<file path="src/rtl/csr_pkg.sv">
`default_nettype none
// ----------------------------------------------------------------------------
// Module : csr_pkg
// Desc   : Shared CSR addresses, mstatus layout, control-word fields and codes.
// Rev    : 1.0  initial release
// ----------------------------------------------------------------------------
package csr_pkg;

  localparam logic [11:0] c_addr_sstatus  = 12'h100;
  localparam logic [11:0] c_addr_stvec    = 12'h105;
  localparam logic [11:0] c_addr_sscratch = 12'h140;
  localparam logic [11:0] c_addr_sepc     = 12'h141;
  localparam logic [11:0] c_addr_scause   = 12'h142;
  localparam logic [11:0] c_addr_mstatus  = 12'h300;
  localparam logic [11:0] c_addr_mtvec    = 12'h305;
  localparam logic [11:0] c_addr_mscratch = 12'h340;
  localparam logic [11:0] c_addr_mepc     = 12'h341;
  localparam logic [11:0] c_addr_mcause   = 12'h342;
  localparam logic [11:0] c_addr_mtval    = 12'h343;
  localparam logic [11:0] c_addr_mcycle   = 12'hB00;
  localparam logic [11:0] c_addr_minstret = 12'hB02;
  localparam logic [11:0] c_addr_mhartid  = 12'hF14;

  localparam int c_mst_w      = 13;
  localparam int c_mst_sie    = 1;
  localparam int c_mst_mie    = 3;
  localparam int c_mst_spie   = 5;
  localparam int c_mst_mpie   = 7;
  localparam int c_mst_spp    = 8;
  localparam int c_mst_mpp_lo = 11;
  localparam int c_mst_mpp_hi = 12;

  localparam logic [c_mst_w-1:0] c_mstatus_wmask = 13'h19AA;
  localparam logic [c_mst_w-1:0] c_sstatus_mask  = 13'h0122;

  localparam int c_sign_we   = 5;
  localparam int c_sign_mret = 4;
  localparam int c_sign_sret = 3;
  localparam int c_sign_imm  = 2;

  typedef enum logic [1:0] {
    c_op_write = 2'b00,
    c_op_set   = 2'b01,
    c_op_clear = 2'b10,
    c_op_none  = 2'b11
  } csr_op_e;

  typedef enum logic [1:0] {
    c_priv_u = 2'd0,
    c_priv_s = 2'd1,
    c_priv_m = 2'd3
  } priv_e;

  localparam logic [7:0] c_cause_illegal = 8'd2;
  localparam logic [7:0] c_cause_ecall_u = 8'd8;
  localparam logic [7:0] c_cause_ecall_s = 8'd9;
  localparam logic [7:0] c_cause_ecall_m = 8'd11;

  // MPP has no H-mode encoding here, so the reserved value 2 collapses to U.
  function automatic logic [c_mst_w-1:0] mstatus_warl(input logic [c_mst_w-1:0] v);
    logic [c_mst_w-1:0] r;
    r = v & c_mstatus_wmask;
    if (r[c_mst_mpp_hi:c_mst_mpp_lo] == 2'b10) begin
      r[c_mst_mpp_hi:c_mst_mpp_lo] = 2'b00;
    end
    return r;
  endfunction

endpackage
`default_nettype wire

</file>
<file path="src/rtl/csr_regfile_alu.sv">
`default_nettype none
// ----------------------------------------------------------------------------
// Module : csr_alu
// Desc   : Combinational CSR read-modify-write value (write / set / clear).
// Rev    : 1.0  initial release
// ----------------------------------------------------------------------------
module csr_alu
  import csr_pkg::*;
#(
  parameter int unsigned XLEN = 64
) (
  input  logic [1:0]      i_op,
  input  logic            i_use_imm,
  input  logic [XLEN-1:0] i_zimm,
  input  logic [XLEN-1:0] i_rs1,
  input  logic [XLEN-1:0] i_old,
  output logic [XLEN-1:0] o_result
);

  logic [XLEN-1:0] w_operand;

  assign w_operand = i_use_imm ? i_zimm : i_rs1;

  always_comb begin
    o_result = i_old;
    case (csr_op_e'(i_op))
      c_op_write: o_result = w_operand;
      c_op_set:   o_result = i_old | w_operand;
      c_op_clear: o_result = i_old & ~w_operand;
      default:    o_result = i_old;
    endcase
  end

endmodule
`default_nettype wire

</file>
<file path="src/rtl/csr_regfile.sv">
`default_nettype none
// ----------------------------------------------------------------------------
// Module : csr_regfile
// Desc   : RV64 privileged CSR state: CSR ops, traps, xRET, privilege, counters.
// Rev    : 1.0  initial release
// ----------------------------------------------------------------------------
module csr_regfile
  import csr_pkg::*;
#(
  parameter int unsigned     XLEN       = 64,
  parameter logic [XLEN-1:0] RESET_TVEC = '0,
  parameter logic [XLEN-1:0] HART_ID    = '0
) (
  input  logic            clk,
  input  logic            rst,
  input  logic            csr_valid,
  input  logic [5:0]      sign,
  input  logic [XLEN-1:0] data,
  input  logic [11:0]     csr_addr,
  input  logic [XLEN-1:0] rs1_data,
  input  logic [XLEN-1:0] pc,
  input  logic            retire,
  input  logic            trap_valid,
  input  logic [XLEN-1:0] trap_cause,
  input  logic [XLEN-1:0] trap_tval,
  output logic [XLEN-1:0] csr_rdata,
  output logic            illegal,
  output logic            redirect_valid,
  output logic [XLEN-1:0] redirect_pc,
  output logic [1:0]      priv
);

  localparam logic [XLEN-1:0] c_align_mask = ~XLEN'(3);

  priv_e              r_priv;
  logic [c_mst_w-1:0] r_mstatus;
  logic [XLEN-1:0]    r_mtvec;
  logic [XLEN-1:0]    r_mscratch;
  logic [XLEN-1:0]    r_mepc;
  logic [XLEN-1:0]    r_mcause;
  logic [XLEN-1:0]    r_mtval;
  logic [XLEN-1:0]    r_stvec;
  logic [XLEN-1:0]    r_sscratch;
  logic [XLEN-1:0]    r_sepc;
  logic [XLEN-1:0]    r_scause;
  logic [XLEN-1:0]    r_mcycle;
  logic [XLEN-1:0]    r_minstret;
  logic               r_redirect_valid;
  logic [XLEN-1:0]    r_redirect_pc;

  logic               w_we;
  logic               w_mret;
  logic               w_sret;
  logic               w_xret;
  logic               w_hit;
  logic               w_illegal;
  logic               w_trap;
  logic               w_do_mret;
  logic               w_do_sret;
  logic               w_do_write;
  logic [XLEN-1:0]    w_rdata;
  logic [XLEN-1:0]    w_wdata;
  logic [XLEN-1:0]    w_wdata_al;
  logic [c_mst_w-1:0] w_mst_wr;
  logic [c_mst_w-1:0] w_sst_wr;
  logic [XLEN-1:0]    w_trap_cause;
  logic [XLEN-1:0]    w_trap_tval;

  assign w_we   = sign[c_sign_we];
  assign w_mret = sign[c_sign_mret];
  assign w_sret = sign[c_sign_sret];
  assign w_xret = w_mret | w_sret;

  always_comb begin
    w_rdata = '0;
    w_hit   = 1'b1;
    case (csr_addr)
      c_addr_mstatus:  w_rdata = XLEN'(r_mstatus);
      c_addr_sstatus:  w_rdata = XLEN'(r_mstatus & c_sstatus_mask);
      c_addr_mtvec:    w_rdata = r_mtvec;
      c_addr_mscratch: w_rdata = r_mscratch;
      c_addr_mepc:     w_rdata = r_mepc;
      c_addr_mcause:   w_rdata = r_mcause;
      c_addr_mtval:    w_rdata = r_mtval;
      c_addr_stvec:    w_rdata = r_stvec;
      c_addr_sscratch: w_rdata = r_sscratch;
      c_addr_sepc:     w_rdata = r_sepc;
      c_addr_scause:   w_rdata = r_scause;
      c_addr_mcycle:   w_rdata = r_mcycle;
      c_addr_minstret: w_rdata = r_minstret;
      c_addr_mhartid:  w_rdata = HART_ID;
      default:         w_hit   = 1'b0;
    endcase
  end

  // xRET encodings carry no CSR address, so address checks apply to CSR ops only.
  always_comb begin
    w_illegal = 1'b0;
    if (csr_valid) begin
      if (w_mret) begin
        w_illegal = (r_priv != c_priv_m);
      end else if (w_sret) begin
        w_illegal = (r_priv == c_priv_u);
      end else begin
        w_illegal = !w_hit
                 || (w_we && (csr_addr[11:10] == 2'b11))
                 || (2'(r_priv) < csr_addr[9:8]);
      end
    end
  end

  assign w_trap     = trap_valid | w_illegal;
  assign w_do_mret  = csr_valid & w_mret & ~w_trap;
  assign w_do_sret  = csr_valid & w_sret & ~w_mret & ~w_trap;
  assign w_do_write = csr_valid & w_we & ~w_xret & ~w_trap
                    & (sign[1:0] != c_op_none);

  csr_alu #(
    .XLEN(XLEN)
  ) u_alu (
    .i_op      (sign[1:0]),
    .i_use_imm (sign[c_sign_imm]),
    .i_zimm    (data),
    .i_rs1     (rs1_data),
    .i_old     (w_rdata),
    .o_result  (w_wdata)
  );

  assign w_wdata_al   = w_wdata & c_align_mask;
  assign w_mst_wr     = mstatus_warl(w_wdata[c_mst_w-1:0]);
  assign w_sst_wr     = (r_mstatus & ~c_sstatus_mask) | (w_wdata[c_mst_w-1:0] & c_sstatus_mask);
  assign w_trap_cause = trap_valid ? trap_cause : XLEN'(c_cause_illegal);
  assign w_trap_tval  = trap_valid ? trap_tval : '0;

  always_ff @(posedge clk or posedge rst) begin
    if (rst) begin
      r_priv           <= c_priv_m;
      r_mstatus        <= '0;
      r_mtvec          <= RESET_TVEC;
      r_mscratch       <= '0;
      r_mepc           <= '0;
      r_mcause         <= '0;
      r_mtval          <= '0;
      r_stvec          <= '0;
      r_sscratch       <= '0;
      r_sepc           <= '0;
      r_scause         <= '0;
      r_mcycle         <= '0;
      r_minstret       <= '0;
      r_redirect_valid <= 1'b0;
      r_redirect_pc    <= '0;
    end else begin
      r_redirect_valid <= 1'b0;
      r_mcycle         <= r_mcycle + XLEN'(1);
      r_minstret       <= r_minstret + XLEN'(retire);
      if (w_trap) begin
        r_mepc                               <= pc & c_align_mask;
        r_mcause                             <= w_trap_cause;
        r_mtval                              <= w_trap_tval;
        r_mstatus[c_mst_mpie]                <= r_mstatus[c_mst_mie];
        r_mstatus[c_mst_mie]                 <= 1'b0;
        r_mstatus[c_mst_mpp_hi:c_mst_mpp_lo] <= r_priv;
        r_priv                               <= c_priv_m;
        r_redirect_valid                     <= 1'b1;
        r_redirect_pc                        <= r_mtvec;
      end else if (w_do_mret) begin
        r_priv                               <= priv_e'(r_mstatus[c_mst_mpp_hi:c_mst_mpp_lo]);
        r_mstatus[c_mst_mie]                 <= r_mstatus[c_mst_mpie];
        r_mstatus[c_mst_mpie]                <= 1'b1;
        r_mstatus[c_mst_mpp_hi:c_mst_mpp_lo] <= 2'b00;
        r_redirect_valid                     <= 1'b1;
        r_redirect_pc                        <= r_mepc;
      end else if (w_do_sret) begin
        r_priv                <= priv_e'({1'b0, r_mstatus[c_mst_spp]});
        r_mstatus[c_mst_sie]  <= r_mstatus[c_mst_spie];
        r_mstatus[c_mst_spie] <= 1'b1;
        r_mstatus[c_mst_spp]  <= 1'b0;
        r_redirect_valid      <= 1'b1;
        r_redirect_pc         <= r_sepc;
      end else if (w_do_write) begin
        // Counter writes override the free-running increment above.
        case (csr_addr)
          c_addr_mstatus:  r_mstatus  <= w_mst_wr;
          c_addr_sstatus:  r_mstatus  <= w_sst_wr;
          c_addr_mtvec:    r_mtvec    <= w_wdata_al;
          c_addr_mscratch: r_mscratch <= w_wdata;
          c_addr_mepc:     r_mepc     <= w_wdata_al;
          c_addr_mcause:   r_mcause   <= w_wdata;
          c_addr_mtval:    r_mtval    <= w_wdata;
          c_addr_stvec:    r_stvec    <= w_wdata_al;
          c_addr_sscratch: r_sscratch <= w_wdata;
          c_addr_sepc:     r_sepc     <= w_wdata_al;
          c_addr_scause:   r_scause   <= w_wdata;
          c_addr_mcycle:   r_mcycle   <= w_wdata;
          c_addr_minstret: r_minstret <= w_wdata;
          default:         ;
        endcase
      end
    end
  end

  assign csr_rdata      = w_rdata;
  assign illegal        = w_illegal;
  assign redirect_valid = r_redirect_valid;
  assign redirect_pc    = r_redirect_pc;
  assign priv           = r_priv;

endmodule
`default_nettype wire
</file>
<file path="config.mk">
export PLATFORM = sky130hd
export DESIGN_NAME = csr_regfile
export DESIGN_NICKNAME = d
export VERILOG_FILES = /design/src/rtl/csr_pkg.sv /design/src/rtl/csr_regfile_alu.sv /design/src/rtl/csr_regfile.sv
export SDC_FILE = /design/constraint.sdc
export NUM_CORES = 2
export LEC_CHECK = 0
export CORE_ASPECT_RATIO = 1.25
export CORE_UTILIZATION = 47
export CTS_BUF_LIST = sky130_fd_sc_hd__clkbuf_8
export DETAILED_ROUTE_END_ITERATION = 7
export MAX_ROUTING_LAYER = met4
export PLACE_DENSITY = 0.69
export SETUP_SLACK_MARGIN = 0.2
export SLEW_MARGIN = 20
export SYNTH_ARGS = -nofsm -noshare
export SYNTH_HDL_FRONTEND = slang
export SYNTH_SLANG_ARGS = --single-unit
</file>
<file path="constraint.sdc">
create_clock -name clk -period 29.2 [get_ports clk]
set_clock_uncertainty 0.05 [all_clocks]
set_input_delay 5.84 -clock clk [delete_from_list [all_inputs] [get_ports clk]]
set_output_delay 5.84 -clock clk [all_outputs]
set_load 0.1 [all_outputs]
</file>
Word-level counts from Yosys, hierarchy flattened:

Index checks and enable logic that the tools add are counted.

* register bits after elaboration: 778
* bits of input ports: 343
* output and inout bits: 132

* add/subtract/negate cells: 2
* order comparisons: 1
* equal/unequal tests: 23
* muxes and demuxes: 58
* bitwise operators: 20
* reduce and logical (&&, ||, !) cells: 29

Operators with widths (number)
* $mux 64: 31
* $pmux 64 s13: 1
* $pmux 64 s3: 1
* $eq 12x10->1 const B: 6
* $add 64x1->64: 1
* $add 64x1->64 const B: 1
* $and 64x64->64: 1
* $not 64->64: 1
* $or 64x64->64: 1
* $eq 12x9->1 const B: 5
* $eq 12x12->1 const B: 3
* $reduce_and 5->1: 7
* $pmux 13 s2: 1
* $mux 2: 8
* $reduce_and 4->1: 4
* $mux 1: 14
* $reduce_or 14->1: 1
* $mux 13: 1
* $or 13x9->13: 1
* $reduce_bool 2->1: 6
* $and 1x1->1: 9
* $reduce_bool 3->1: 3
* $ne 2x2->1 const B: 4
* $eq 2x2->1 const B: 3
* 12 further kinds: 19

Logic depth before layout (Yosys ltp):

* depth after elaboration: 17
* mapped depth: 15
* mapped depth without buffers: 9

Hierarchy:

From an unflattened synthesis, not the netlist that was laid out.

* cells, all modules: 3808
* area, all modules: 39589.2 um^2

Modules (own cells, without submodules)
* csr_regfile: times used 1, cells an instance 3524, area each 37791.2 um^2, sequential area each 19220.9 um^2
* csr_alu: times used 1, cells an instance 284, area each 1798.0 um^2, sequential area each 0.0 um^2

Least setup slack after synthesis:

No wires, ideal clock.

* path type: input to output
* start point: input port csr_addr[9]
* end point: output port illegal
* data arrival time: 8.985 ns
* data required time: 23.310 ns
* slack: 14.325 ns
* stages on the path: 10
* cell sequence: clkbuf_1 buf_2 buf_1 clkbuf_1 inv_1 ha_1 a21o_1 nand3_1 a31oi_1 nor2_1

* word-level cells in the longest chain between the ends: 9

Ends and longest elaborated chain
* start, declared: RTL line csr_regfile.sv:19 `input logic [11:0] csr_addr,`
* $eq 12x12->1 (tied with other cells): RTL line csr_regfile.sv:77 `case (csr_addr)`
* $reduce_or 14->1 (no source line)
* $mux 1: RTL line csr_regfile.sv:77
* $logic_not 1->1: RTL line csr_regfile.sv:105 `w_illegal = !w_hit`
* $logic_or 1x1->1: RTL line csr_regfile.sv:106 `|| (w_we && (csr_addr[11:10] == 2'b11))`
* $logic_or 1x1->1 (*): RTL line csr_regfile.sv:107 `|| (2'(r_priv) < csr_addr[9:8]);`
* $mux 1 (*): RTL line csr_regfile.sv:102 `end else if (w_sret) begin`
* $mux 1 (*): RTL line csr_regfile.sv:100 `if (w_mret) begin`
* $mux 1 (*): RTL line csr_regfile.sv:99 `if (csr_valid) begin`
* end, declared: RTL line csr_regfile.sv:27 `output logic illegal,`

Mark *: on every way between the ends. The rest lies on a longest branch, timed or not.

Worst setup path in the final report:

* start point: input port csr_addr[3]
* end point: output port csr_rdata[29]

* word-level cells in the longest chain between the ends: 2

Ends and longest elaborated chain
* $eq 12x12->1 (tied with other cells): RTL line csr_regfile.sv:77
* $pmux 64 s13 (*): RTL line csr_regfile.sv:77
* end, declared: RTL line csr_regfile.sv:26 `output logic [XLEN-1:0] csr_rdata,`

Marked as above.

==> results by group <==
Floorplanning
  – Initial core utilization: 47.4%
  – I/O pin count: 475
  – Core area: 85,600 sq um
  – Die ar.: 87,500 sq um
  – Die Ht: 331 um
  – Cell Rows: 120
  – Die X: 265 um

Yosys
  – Area share of the largest cell type after synthesis: 47.2%
  – Area share of fa/ha/maj cells after synthesis: 0.123%
  – #FFs+latches synth: 768
  – Syn Area/Cell: 8.98 sq um
  – Top cells by area, synth: dfrtp_1, nand2_1, nor2_1
  – Post-Synth XOR/XNOR Area: 2.59%
  – Commonest cells post-synth: dfrtp_1, nand2_1, nor2_1, clkbuf_1, o21ai_0
  – Post-synth ARST share: 100%
  – Most frequent cell after synthesis: dfrtp_1
  – Synth warn: 0
  – Synth Area in Compound Gates: 23.2%
  – Synth Area in Simple Gates: 18.2%
  – Main combinational cell family by area after synthesis: compound AO/OA/AOI/OAI gates
  – Mapped Area: 40,600 sq um
  – Top_reg_cell synth: dfrtp_1
  – Synth cell types: 81
  – Post-synth EDFFs: 0
  – Cells after Synth: 4,520
  – Seq/Total Area, Yosys: 47.4%
  – Mux contribution to synthesized area: 3.82%
  – Cell taking the most area after synthesis: dfrtp_1

Clocking
  – Clock Sinks: 768
  – CTS tree: built
  – Postcts setup bufs: 0
  – Root Driver: clkbuf_8
  – Clk slew on worst S/H paths: 60 ps
  – Post-CTS sizing: 0
  – CTS max path bufs: 3
  – H-tree levels: 4
  – CTS Hold Buffers Added: 0
  – CTS Buf Count: 133
  – Worst-skew pair later-pin latency: 830 ps

Pwr
  – Internal Power: 1.78 mW
  – NetSw: 0.783 mW
  – Clock power share: 39.1%
  – Total power: 2.56 mW
  – Worst VDD drop: 0.0000280 V
  – Sequential power share: 45.6%
  – PD cells: 52.5 nW/um^2
  – Sw frac: 30.5%
  – Comb pwr share: 15.3%
  – Static Leak: 20.4 nW

Worst hold path
  – Hold path start: r_stvec[18]$_DFFE_PP0P_
  – HP Class: flop to flop

Detailed routing
  – Final wirelength: 174 mm
  – DRC Markers: 0
  – Routed WL per cell: 28.9 um
  – Post-route ant nets: 0
  – Number of DRC markers in iteration 0: 5,797
  – Vias: 40,000
  – Drt first pass iters: 7
  – Via/cell ratio: 6.63

STA
  – Final Slew Violations: 0
  – RSZ-0062 raised after global routing: false
  – Final setup fails: 0
  – Worst Tran Pin Value: 1250 ps
  – Final Hold Viols: 0
  – Final Critical Period: 17,090 ps
  – Period utilisation layout: 58.5%
  – Rel. slew slack: 16.4%
  – Worst setup margin: 12,110 ps
  – Setup TNS: 0 ps
  – Fmax: 0.0585 GHz
  – Hold WS: 431 ps

Cells and area
  – Share of layout cells above drive strength 1: 8.44%
  – # fillers: 7,819
  – Fin cells: 6,023
  – Layout area overhead: 20.3%
  – Final nets: 5,172
  – Final Util: 57.0%
  – Final Cell Area: 48,800 sq um

Critical path
  – WP data required: 23,310 ps
  – Crit Path Max Fanout: 30
  – CP Launch Type: input pin
  – R2r startpoint: priv[1]$_DFFE_PP1P_
  – Worst setup startpoint: csr_addr[3]
  – Crit Path Class: input pin to output port
  – Critical path arrival: 11,200 ps
  – Crit end category: output port

Placed design
  – Port buffer count: 470
  – RePlAce Congestion: 0.988
  – DP Worst Slack: 12,330 ps
  – Dpl cell area: 46,100 sq um
  – Placed insts: 5,788
  – DP HPWL: 112 mm

Global route
  – Largest net degree at the start of global routing: 184
  – Grt ovf: 0
  – Global Route Usage Sum: 40.6%
  – Vias in the first global route: 38,000
  – Initial antenna violation count: 7
  – Global-route wire length before repair: 253 mm

Run status
  – Status: complete, no violations

Run
  – Max-Cap Viols: 0
cells in the final DEF, fill, tap and decap left out, types with 39 or more instances in the layout:
cell type	instances
o22ai_1	46
a21o_1	76
nand2b_1	48
xnor2_1	77
nor2_1	469
inv_1	103
dfrtp_1	766
a2bb2oi_1	50
nand3_1	111
a31oi_1	134
o21ai_0	295
clkdlybuf4s50_1	462
a22o_1	48
a222oi_1	39
a211oi_1	70
buf_4	118
nor3_1	52
xor2_1	43
a22oi_1	121
and3_1	40
nand2_1	574
mux2i_1	147
nand4_1	102
a21oi_1	284
clkbuf_8	164
o221ai_1	54
kinds of logic after synthesis:
| kind of cell | after synthesis |
|---|---|
| adder cells (fa/ha/maj) | 4 |
| buffers and inverters | 484 |
| flip-flops | 768 |
| other | 1 |
| AO/OA/AOI/OAI | 1400 |
| XOR/XNOR | 120 |
| AND/OR/NAND/NOR | 1589 |
| multiplexers | 154 |
power by group through the flow:
stage / Sequential (mW) / Combinational, mW / Clock [mW]
2_1_floorplan: 1.23 / 0.174 / 0
3_3_place_gp: 1.18 / 0.382 / 0
3_5_place_dp: 1.19 / 0.387 / 0
4_1_cts: 1.17 / 0.388 / 1.01
5_1_grt: 1.17 / 0.414 / 1.05
6_report: 1.17 / 0.393 / 1.00
worst max-delay path, cell delays in order:
cell and delay, ps:
clkdlybuf4s50_1 880, or4b_1 1070, nor3_4 980, buf_4 630, a222oi_1 220, o211a_1 210
nand3_1 140, clkdlybuf4s50_1 1150
routing by layer:
layer / vias to the layer above / routed length [um] / track usage (%)
li1: 17100 / - / -
met5: - / 0 / -
met4: 0 / 12100 / 25.3
met2: 2696 / 77300 / 60.6
met3: 667 / 19900 / 10.1
met1: 19500 / 64600 / 49.5
layout make-up:
type                    instances  area, sq um  share of cell area (%)
flip-flops and latches        768        19200                    39.4
multi-input cells            3269        19700                    40.4
diodes                          9         22.5                  0.0461
clock inverters                62          374                   0.766
well taps                    1098         1370                    2.81
inverters                      66          255                   0.523
repair buffers                587         5600                    11.5
clock buffers                 164         2260                    4.62
path summary, 6_finish.rpt:
| path | to | slack [ps] | cells past startpoint |
|---|---|---|---|
| max in group asynchronous | r_mcycle[34]$_DFF_PP0_ | 21100 | 4 |
| min in group asynchronous | r_mcause[4]$_DFFE_PP0P_ | 5560 | 2 |
| hold / removal | r_stvec[18]$_DFFE_PP0P_ | 430 | 2 |
| hold reg to reg | r_stvec[18]$_DFFE_PP0P_ | 430 | 2 |
| setup reg to reg | r_mtval[21]$_DFFE_PP0P_ | 24790 | 9 |
| setup / recovery | csr_rdata[29] | 12110 | 8 |
state kept, by name, summed over array words and instances, names as in the netlist:
name and cells:
r_mtvec 62, r_minstret 64, r_mcycle 64, redirect_pc 62, r_mtval 64, priv 2, r_mepc 62, r_sepc 62
r_stvec 62, redirect_valid 1, r_mstatus 7, r_sscratch 64, r_scause 64, r_mcause 64, r_mscratch 64
Note: power is estimated with default switching activity, not from simulation.
